--- src/rtl/binenc_scan.sv ---
// binenc_scan: captures a bit vector and emits the index of each set bit, one beat per handshake.
// Define BINENC_SCAN_COUNT_EN to add the registered popcount output 'count'.
module binenc_scan #(
  parameter int A_width    = 32,
  parameter int ADDR_width = 6,
  parameter bit LSB_FIRST  = 1'b0
) (
  input  logic                  clk,
  input  logic                  rst,
  input  logic                  in_valid,
  output logic                  in_ready,
  input  logic [A_width-1:0]    A,
  output logic                  out_valid,
  input  logic                  out_ready,
  output logic [ADDR_width-1:0] ADDR,
  output logic                  out_last,
  output logic                  out_none
`ifdef BINENC_SCAN_COUNT_EN
  ,
  output logic [ADDR_width:0]   count
`endif
);
  if (A_width < 2 || A_width > 1024 || (2 ** ADDR_width) - 1 < A_width) begin : g_bad_cfg
    $error("binenc_scan: illegal A_width/ADDR_width combination");
  end
  typedef enum logic {IDLE, SCAN} state_t;
  state_t r_state, w_next;
  logic [A_width-1:0]    r_work;
  logic [ADDR_width-1:0] w_idx;
  logic w_empty, w_single, w_capture, w_fire;
  assign w_empty   = r_work == '0;
  assign w_single  = !w_empty && ((r_work & (r_work - A_width'(1))) == '0);
  assign in_ready  = r_state == IDLE;
  assign out_valid = r_state == SCAN;
  assign out_last  = out_valid && (w_empty || w_single);
  assign out_none  = out_valid && w_empty;
  assign ADDR      = out_valid ? w_idx : '1;
  assign w_capture = in_ready && in_valid;
  assign w_fire    = out_valid && out_ready;
  // Later matches override earlier ones, so the scan order decides which end wins.
  always_comb begin
    w_idx = '1;
    for (int i = 0; i < A_width; i++)
      if (r_work[LSB_FIRST ? A_width - 1 - i : i]) w_idx = ADDR_width'(LSB_FIRST ? A_width - 1 - i : i);
  end
  always_comb begin
    w_next = (r_state == IDLE) ? (in_valid ? SCAN : IDLE) : ((out_ready && out_last) ? IDLE : SCAN);
  end
  always_ff @(posedge clk or posedge rst) begin
    if (rst) r_state <= IDLE;
    else     r_state <= w_next;
  end
  always_ff @(posedge clk or posedge rst) begin
    if (rst)            r_work <= '0;
    else if (w_capture) r_work <= A;
    else if (w_fire)    r_work <= r_work & ~(A_width'(1) << w_idx);
  end
`ifdef BINENC_SCAN_COUNT_EN
  logic [ADDR_width:0] r_count, w_pop;
  always_comb begin
    w_pop = '0;
    for (int i = 0; i < A_width; i++) w_pop = w_pop + (ADDR_width + 1)'(A[i]);
  end
  always_ff @(posedge clk or posedge rst) begin
    if (rst)                      r_count <= '0;
    else if (w_capture)           r_count <= w_pop;
    else if (w_fire && out_last)  r_count <= '0;
  end
  assign count = r_count;
`endif
endmodule

--- config.mk ---
export PLATFORM = sky130hd
export DESIGN_NAME = binenc_scan
export DESIGN_NICKNAME = d
export VERILOG_FILES = /design/src/rtl/binenc_scan.sv
export SDC_FILE = /design/constraint.sdc
export NUM_CORES = 1
export LEC_CHECK = 0
export ABC_AREA = 1
export BUFFER_PORTS_ARGS = -buffer_cell sky130_fd_sc_hd__buf_2
export CORE_MARGIN = 5
export CORE_UTILIZATION = 55
export DETAILED_ROUTE_END_ITERATION = 8
export HOLD_SLACK_MARGIN = 0.1
export PLACE_DENSITY = 0.78
export SYNTH_ARGS = -nofsm -noshare
export SYNTH_HDL_FRONTEND = slang
export SYNTH_SLANG_ARGS = --single-unit
--- constraint.sdc ---
create_clock -name clk -period 9 [get_ports clk]
set_input_delay 1.35 -clock clk [delete_from_list [all_inputs] [get_ports clk]]
set_output_delay 1.35 -clock clk [all_outputs]
set_load 0.01 [all_outputs]
==> out/results.txt <==
status: complete, no violations
routed vias/inst: 5.57
aggregate negative setup slack: 0 ps
Area Growth Syn to Fin: 13.0%
layout cell share with drive strength beyond 1: 0.159
RSZ-0062 raised after global routing: no
CTS resizes: 0
max-cap violations: 0
die width: 80.4 µm
CTS hold repair buffers: 0
H-tree depth: 2
largest net degree at the start of global routing: 36
wirelength, routed: 8470 µm
#FFs+latches synth: 33
Die Ht: 80.4 µm
Iter 0 DRT Violations: 262
GP Congestion: 0.962
Initial Util: 0.573
R2R Path End: out_valid
post-layout util: 0.647
ANT nets after route: 0
clock buffer depth: 2
Syn Area/Cell: 6.23 µm²
commonest non-fill, non-tap cells in the layout: 92 x nand2_1, 68 x inv_1, 65 x nand3_1, 47 x nor2_1, 45 x buf_2
Synth Warn #: 0
Port-buffer cells: 45
TritonCTS clock tree: built
I/O pin count: 46
Min-Delay Endpoint: r_work[13]
core area: 0.00475 mm²
Nets: 512
Post-Layout Inst Area: 0.00308 mm²
compound-cell area share of the yosys netlist: 0.173
placed cell area: 0.00299 mm²
clock latency on the worst-skew pair: 290 ps
grt total ovfl: 0
final setup fails: 0
Simple-Gate Fraction of Synth Area: 0.395
Worst Path Max Fanout: 5
xor/xnor cell area share of the yosys netlist: 0
fin crit period: 4660 ps
post-DP HPWL: 6320 µm
Crit Path Class: reg2out
Overall Power: 0.938 mW
Syn Std Cell Area: 0.00272 mm²
Setup Skew: 8.62 ps
fin cells: 544
CTS root buf: clkbuf_8
FF-to-FF path depth: 28
Diodes inserted: 0
DRT Pass-1 Iters: 5
Remaining DRCs: 0
leakage: 1.46 nW
antenna violations before repair: 0
Critical Path AT: 3310 ps
WP data required: 7650 ps
hold-critical path depth: 2
vias in the first global route: 2823
synthesized instance count: 437
max frequency: 0.215 GHz
CP Launch Type: flop
Seq/Total Area, Yosys: 0.303
Rel. slew slack: 0.329
HP Class: reg2reg
Die Area: 0.00646 mm²
reg2reg setup slack: 5840 ps
cts bufs inserted: 5
DP Cell Count: 536
syn nets: 473
DR WL/cell: 15.6 µm
Reg clk slew, reported paths: 80 ps
largest family of logic cells by synthesized area: simple AND/OR/NAND/NOR gates
clock sink total: 33
post-CTS setup buffer count: 0
Hold Vio Cnt, Final: 0
first-pass GRT wire length: 14000 µm
Synth Area in Adders: 0
crit end category: output port
row count: 25
Yosys cell types: 28
VDD IR-drop max: 0.165 mV
hold path start: r_work[13]
Total Routing Usage GR: 0.282
most common cell after layout, fill and taps aside: nand2_1
mux cell area share after synthesis: 0
RR Startpoint: r_work[0]
DR vias: 3030
Tightest Pin Transition: 1000 ps
Pins Over Slew Limit: 0
pwr dens: 305 mW/mm²
fin crit share: 0.518
==> power breakdown <==
part	internal, mW	switching, mW
Clock	0.0537	0.0602
Sequential	0.202	0.0677
Combinational	0.168	0.386
==> worst max-delay path by stage <==
stage / from / cells past startpoint / end / slack, ps
after floorplan: r_work[0] / 25 / out_last / 5140
after global placement: r_work[0] / 26 / out_last / 4790
after detailed placement: r_work[0] / 26 / out_last / 4690
after CTS: r_work[0] / 26 / out_last / 4360
after global routing: r_work[0] / 26 / out_last / 4060
final: r_work[0] / 26 / out_last / 4340
==> flip-flops by register name, indices dropped and copies added, names as in the netlist <==
register,flops
out_valid,1
r_work,32
==> cells in the mapped netlist (all sizes together) <==
| master | number | share of area |
|---|---|---|
| a211oi | 1 | 0.0028 |
| a21oi | 11 | 0.022 |
| a221oi | 1 | 0.0032 |
| a31oi | 1 | 0.0023 |
| a41oi | 1 | 0.0032 |
| buf | 1 | 0.0014 |
| clkbuf | 15 | 0.021 |
| clkinv | 1 | 0.0014 |
| dfrtp | 33 | 0.30 |
| inv | 76 | 0.10 |
| nand2 | 93 | 0.13 |
| nand3 | 65 | 0.12 |
| nand4 | 12 | 0.028 |
| nor2 | 55 | 0.094 |
| nor3 | 4 | 0.016 |
| nor4 | 3 | 0.0092 |
| o211ai | 7 | 0.019 |
| o21ai | 39 | 0.072 |
| o21bai | 15 | 0.041 |
| o22ai | 1 | 0.0023 |
| o31ai | 2 | 0.0055 |
==> metrics by stage <==
stage | hold slack, ps | setup WS, ps
global placement | 546 | 4790
global route | 584 | 4060
floorplan | 518 | 5140
finish | 580 | 4340
detailed placement | 563 | 4690
CTS | 576 | 4360
==> worst max-delay path: stages (launching register included) <==
cell and delay [ps]:
dfrtp_1 430, nor2_2 150, inv_2 60, nor3_4 140
inv_2 70, nor2_2 110, inv_2 50, nor2_4 100
nand2_2 100, nor2_4 110, inv_2 50, nor2_4 100
inv_2 70, nor2_4 120, inv_2 60, nor2_4 100
inv_2 60, nor2_4 90, inv_2 50, nor3_4 140
nor2_1 70, inv_1 50, nand4_1 90, nor4_2 170
nand4_1 130, a21oi_2 180, buf_2 160
==> layout make-up <==
cell class | instances | area, µm²
Multi-Input combinational cell | 311 | 1550
Clock inverter | 2 | 10.0
Sequential cell | 33 | 826
Inverter | 77 | 289
Fill cell | 471 | 1680
Timing Repair Buffer | 48 | 248
Tap cell | 67 | 83.8
Clock buffer | 6 | 72.6
==> cells by family (layout without fill, tap and decap cells) <==
family | Yosys count | after routing
AND/OR/NAND/NOR | 232 | 232
flip-flops | 33 | 33
AO/OA/AOI/OAI | 79 | 79
buffers and inverters | 93 | 133
==> metal layers <==
metal / global-route usage / routed length, µm
met4: 0.0794 / 141
met3: 0.0549 / 640
met5: 0 / 0
met2: 0.430 / 3770
met1: 0.403 / 3920
Note: power is estimated with default switching activity, not from simulation.
